File: src/rtl/tenkey_scan.sv
// 4x3 keypad column scanner with row synchronizer, per-scan decode and debounce FSM.
// Emits one-cycle one-hot digit strobes plus close (#) and clear (*) strobes.
module tenkey_scan #(
  parameter int unsigned SCAN_DIV = 4,
  parameter int unsigned DEBOUNCE = 3
) (
  input  logic       clk,
  input  logic       rst_n,
  output logic [2:0] col,
  input  logic [3:0] row,
  output logic [9:0] tenkey,
  output logic       close,
  output logic       clear
);

  localparam int unsigned   DivW      = $clog2(SCAN_DIV);
  localparam logic [DivW-1:0] DivMax  = DivW'(SCAN_DIV - 1);
  localparam logic [3:0]    DebCnt    = 4'(DEBOUNCE);
  localparam logic [3:0]    CodeClear = 4'd10;
  localparam logic [3:0]    CodeClose = 4'd11;
  localparam logic [3:0]    CodeNone  = 4'd15;

  typedef enum logic [1:0] {StScan, StDeb, StHold} state_e;

  logic [3:0]      row_meta_q, row_sync_q;
  logic [DivW-1:0] div_q, div_d;
  logic [1:0]      colidx_q, colidx_d;
  logic [11:0]     acc_q, acc_d, keys_now;
  state_e          state_q, state_d;
  logic [3:0]      cand_q, cand_d, cnt_q, cnt_d;
  logic [9:0]      tenkey_q, tenkey_d;
  logic            close_q, close_d, clear_q, clear_d;
  logic            sample, scan_end, emit;
  logic [3:0]      code, emit_code, key_idx;

  assign sample   = (div_q == DivMax);
  assign scan_end = sample && (colidx_q == 2'd2);

  always_comb begin
    div_d    = div_q + 1'b1;
    colidx_d = colidx_q;
    if (sample) begin
      div_d    = '0;
      colidx_d = (colidx_q == 2'd2) ? 2'd0 : colidx_q + 2'd1;
    end
  end

  always_comb begin
    unique case (colidx_q)
      2'd0:    col = 3'b001;
      2'd1:    col = 3'b010;
      default: col = 3'b100;
    endcase
  end

  // keys_now folds the current column's sample in so scan end sees all 12 bits.
  always_comb begin
    keys_now = acc_q;
    if (sample) begin
      for (int r = 0; r < 4; r++) begin
        for (int c = 0; c < 3; c++) begin
          if (2'(c) == colidx_q) keys_now[r*3+c] = row_sync_q[r];
        end
      end
    end
    acc_d = scan_end ? '0 : keys_now;
  end

  always_comb begin
    key_idx = '0;
    for (int k = 0; k < 12; k++) begin
      if (keys_now[k]) key_idx = 4'(k);
    end
    code = CodeNone;
    if ($countones(keys_now) == 1) begin
      if (key_idx < 4'd9)       code = key_idx + 4'd1;
      else if (key_idx == 4'd9)  code = CodeClear;
      else if (key_idx == 4'd10) code = 4'd0;
      else                       code = CodeClose;
    end
  end

  always_comb begin
    state_d   = state_q;
    cand_d    = cand_q;
    cnt_d     = cnt_q;
    emit      = 1'b0;
    emit_code = cand_q;
    if (scan_end) begin
      unique case (state_q)
        StScan: begin
          if (code != CodeNone) begin
            cand_d = code;
            if (DEBOUNCE == 1) begin
              emit      = 1'b1;
              emit_code = code;
              state_d   = StHold;
              cnt_d     = '0;
            end else begin
              state_d = StDeb;
              cnt_d   = 4'd1;
            end
          end
        end
        StDeb: begin
          if (code == cand_q) begin
            if (cnt_q + 4'd1 == DebCnt) begin
              emit    = 1'b1;
              state_d = StHold;
              cnt_d   = '0;
            end else begin
              cnt_d = cnt_q + 4'd1;
            end
          end else begin
            state_d = StScan;
            cnt_d   = '0;
          end
        end
        StHold: begin
          // Any key seen restarts the release count, so a new key waits for full release.
          if (code == CodeNone) begin
            if (cnt_q + 4'd1 == DebCnt) begin
              state_d = StScan;
              cnt_d   = '0;
            end else begin
              cnt_d = cnt_q + 4'd1;
            end
          end else begin
            cnt_d = '0;
          end
        end
        default: begin
          state_d = StScan;
          cnt_d   = '0;
        end
      endcase
    end
  end

  always_comb begin
    tenkey_d = '0;
    close_d  = 1'b0;
    clear_d  = 1'b0;
    if (emit) begin
      if (emit_code == CodeClose)      close_d = 1'b1;
      else if (emit_code == CodeClear) clear_d = 1'b1;
      else if (emit_code < 4'd10)      tenkey_d[emit_code] = 1'b1;
    end
  end

  always_ff @(posedge clk or negedge rst_n) begin
    if (!rst_n) begin
      row_meta_q <= '0;
      row_sync_q <= '0;
      div_q      <= '0;
      colidx_q   <= '0;
      acc_q      <= '0;
      state_q    <= StScan;
      cand_q     <= '0;
      cnt_q      <= '0;
      tenkey_q   <= '0;
      close_q    <= 1'b0;
      clear_q    <= 1'b0;
    end else begin
      row_meta_q <= row;
      row_sync_q <= row_meta_q;
      div_q      <= div_d;
      colidx_q   <= colidx_d;
      acc_q      <= acc_d;
      state_q    <= state_d;
      cand_q     <= cand_d;
      cnt_q      <= cnt_d;
      tenkey_q   <= tenkey_d;
      close_q    <= close_d;
      clear_q    <= clear_d;
    end
  end

  assign tenkey = tenkey_q;
  assign close  = close_q;
  assign clear  = clear_q;

endmodule

File: config.mk
export PLATFORM = sky130hd
export DESIGN_NAME = tenkey_scan
export DESIGN_NICKNAME = d
export VERILOG_FILES = /design/src/rtl/tenkey_scan.sv
export SDC_FILE = /design/constraint.sdc
export NUM_CORES = 1
export LEC_CHECK = 0
export ABC_AREA = 1
export CAP_MARGIN = 20
export CORE_MARGIN = 2
export CORE_UTILIZATION = 60
export DETAILED_ROUTE_END_ITERATION = 10
export PLACE_DENSITY = 0.91
export SLEW_MARGIN = 30
export SYNTH_ARGS = -nofsm -noshare
export SYNTH_HDL_FRONTEND = slang
export SYNTH_SLANG_ARGS = --single-unit
File: constraint.sdc
create_clock -name clk -period 10.1 [get_ports clk]
set_clock_uncertainty 0.05 [all_clocks]
set_input_delay 2.02 -clock clk [delete_from_list [all_inputs] [get_ports clk]]
set_output_delay 2.02 -clock clk [all_outputs]
set_load 0.1 [all_outputs]
==> impl_results.md <==
- Status: complete, no violations
- Largest cells by area after synthesis: dfrtp_1, nand2_1, inv_1, nor2_1, fa_1
- Maximum VDD drop: approximately 95 uV
- Crit path max-delay cell type: a2111oi_0
- Post-synth top cells: nand2_1, inv_1, dfrtp_1
- Post-Syn Area per Cell: 8.65 sq um
- Clock root buffer master: clkbuf_8
- Power Internal: around 260 uW
- Req. time, crit path: between 10 and 15 ns
- Drt wl/cell: approximately 13 um
- All-Layer GR Usage: 22.1%
- TritonRoute pass-1 iters: 4
- Diode count: 0
- Post-layout min period: about 6.4 ns
- Fraction of the cycle the final worst path needs: 62.9%
- Met3 Track Usage GR: between 3 and 4%
- Synthesized flop and latch total: between 40 and 50
- Vias per cell: ~5.2
- Syn Inst Count: 300
- Vias: roughly 1900
- Pin count of the biggest net entering global routing: 47
- RD Place Congestion: between 0.9 and 1
- Sw Ratio: between 30% and 40%
- Die span in y: approximately 70 um
- Placed inst area: ~2800 sq um
- Post-CTS sizing: 0
- Crit path capture type: flop
- Sequential power share: between 50% and 60%
- Synth top area share: ~44%
- Worst Tran Pin Value: a little under 1 ns
- Fin area: 2920 sq um
- Clock latency on the worst-skew pair: approximately 0.3 ns
- Core ar.: about 4100 sq um
- CTS Sinks: between 40 and 50
- Share of cells above drive strength 1: between 10% and 20%
- Synth unique cells: 32
- Hold WC Path Type: flop to flop
- Seq/Total Area, Yosys: around 44%
- CP Max Fanout: 8
- RSZ-0062 raised after global routing: false
- Routed WL: 4920 um
- Rows: 23
- Io pins: 21
- Hold-fix buffers, CTS: 0
- Arrival time at the worst endpoint: 6.53 ns
- Number of flops mapped to enable cells by yosys: 0
- CTS buffer count: 5
- Slew Limit Fails: 0
- Clk pin slew, worst setup/hold paths: ~0.08 ns
- Top_reg_cell synth: dfrtp_1
- Power, Total: slightly below 400 uW
- Setup TNS: 0 ns
- Placed Instances: roughly 370
- Fmax: 0.157 GHz
- CTS tree: yes
- Setup Viol. Count Final: 0
- Yosys warns: 0
- Comb pwr share: 17.4%
- Startpoint types: flop
- Clock group share of total power: between 20 and 30%
- Sw Pwr: between 100 and 150 uW
- Synth area leader: dfrtp_1
- Postcts setup bufs: 0
- Dpl hpwl: ~3800 um
- CTS max path bufs: 2
- Initial core utilization: 63.5%
- Final Non-Filler Cells: between 300 and 400
- PortBufs: 20
- Vias in the first global route: 1937
- First-pass GRT wire length: between 8000 and 9000 um
- CP max stage delay: between 0.6 and 0.7 ns
- Total Die Area: 4870 sq um
- Area grow syn2layout: 12.5%
- GRT Max-Usage Layer: met2
- Rel. slew slack: about a third
- Fin. Hold Viols: 0
- Final net count: approximately 350
- Leakage: about 0.0016 uW
- Setup CP Type: flop to flop
- Grt ovf: 0
- Initial antenna violation count: 0
- DIE WIDTH: ~70 um
- Cell with the most instances after synthesis: nand2_1
- Post-Syn Area: 2590 sq um
- Antenna-violating nets left: 0
- H-Tree Depth: 2
- Met1 Resource Use GR: between 20% and 30%
- Syn Nets: approximately 320
- DRC viols: 0
- Pwr dens: 133 nW/um^2
- Async SR Flop Fraction: 100%
- Initial DRC count: around 120
- Max cap viols: 0
- Grt met2 use: about 39%
-- flip-flops by register name (all words and copies together), names as in the netlist --
signal / flops
tenkey: 10
cand_q: 4
row_sync_q: 4
close: 1
div_q: 2
acc_q: 12
state_q: 2
row_meta_q: 4
cnt_q: 4
colidx_q: 2
clear: 1
-- final cells by class --
| cell class | instances | area [sq um] |
|---|---|---|
| Clock buffer | 5 | 68.8 |
| Inverter | 55 | 208 |
| Timing Repair Buffer | 20 | 198 |
| Fill cell | 311 | 1170 |
| Clock inverter | 2 | 10.0 |
| Tap cell | 50 | 62.6 |
| Sequential cell | 46 | 1150 |
| Multi-Input combinational cell | 196 | 1220 |
-- cells by family (layout without fill, tap and decap cells) --
logic type / Yosys count / after routing / share of synthesized area [%]
compound gates: 26 / 26 / 7.67
buf+inv: 58 / 82 / 8.59
simple gates: 150 / 150 / 28.0
flops: 46 / 46 / 44.4
xor+xnor: 2 / 2 / 0.675
fa+ha+maj: 18 / 18 / 10.7
-- layer usage --
| metal | wire length (um) | part of all wire (%) |
|---|---|---|
| met3 | 230 | 4.7 |
| met4 | 90 | 1.8 |
| met1 | 2150 | 44 |
| met5 | 0 | 0 |
| met2 | 2450 | 50 |
-- worst max-delay path, delay by kind of cell (launching register included) --
family,cells,cell delay (ns)
DFF,1,0.36
and+or+nand+nor,9,1.09
adders and majority gates,7,3.08
AOI/OAI and AO/OA,4,1.27
buffers and inverters,5,0.44
-- cell usage in the layout (no fill, tap or decap), types with 2 or more instances in the layout --
cell	n
ha_1	11
o21ai_1	5
nand3_4	2
nand4_1	3
nand2_2	10
o21ai_0	6
clkinv_2	3
nand3_1	16
clkdlybuf4s50_1	19
fa_1	7
nor2_1	38
nand4_2	2
nor2_2	5
inv_2	7
nor2_4	3
clkbuf_8	5
o21ai_2	6
inv_1	47
a21oi_4	2
dfrtp_1	46
nand2_1	68
a21oi_1	2
-- power by group through the flow --
stage,Clock [uW],Combinational [uW],Sequential (uW)
floorplan,0,50.0,212
global placement,0,62.7,215
CTS,110,67.3,212
detailed placement,0,66.6,216
global route,116,76.6,215
finish,107,67.3,213
-- stage by stage --
stage               setup slack [ns]  hold WS (ns)  utilization, %
floorplan                       3.60         0.281               -
global placement                4.09         0.283            69.4
detailed placement              3.82         0.287            69.5
CTS                             3.83         0.305            71.4
global route                    3.27         0.308            71.4
finish                          3.74         0.303            71.4
-- worst paths after layout --
path / from / end / slack (ns) / cells past startpoint
setup / recovery: div_q[0] / tenkey[8] / 3.74 / 25
hold / removal: row_meta_q[2] / row_sync_q[2] / 0.30 / 0
setup reg to reg: div_q[0] / tenkey[8] / 3.74 / 25
hold reg to reg: row_meta_q[2] / row_sync_q[2] / 0.30 / 0
max in group asynchronous: rst_n / state_q[1] / 7.96 / 1
min in group asynchronous: rst_n / row_meta_q[1] / 1.66 / 1
Power figures use the tool's default switching activity.
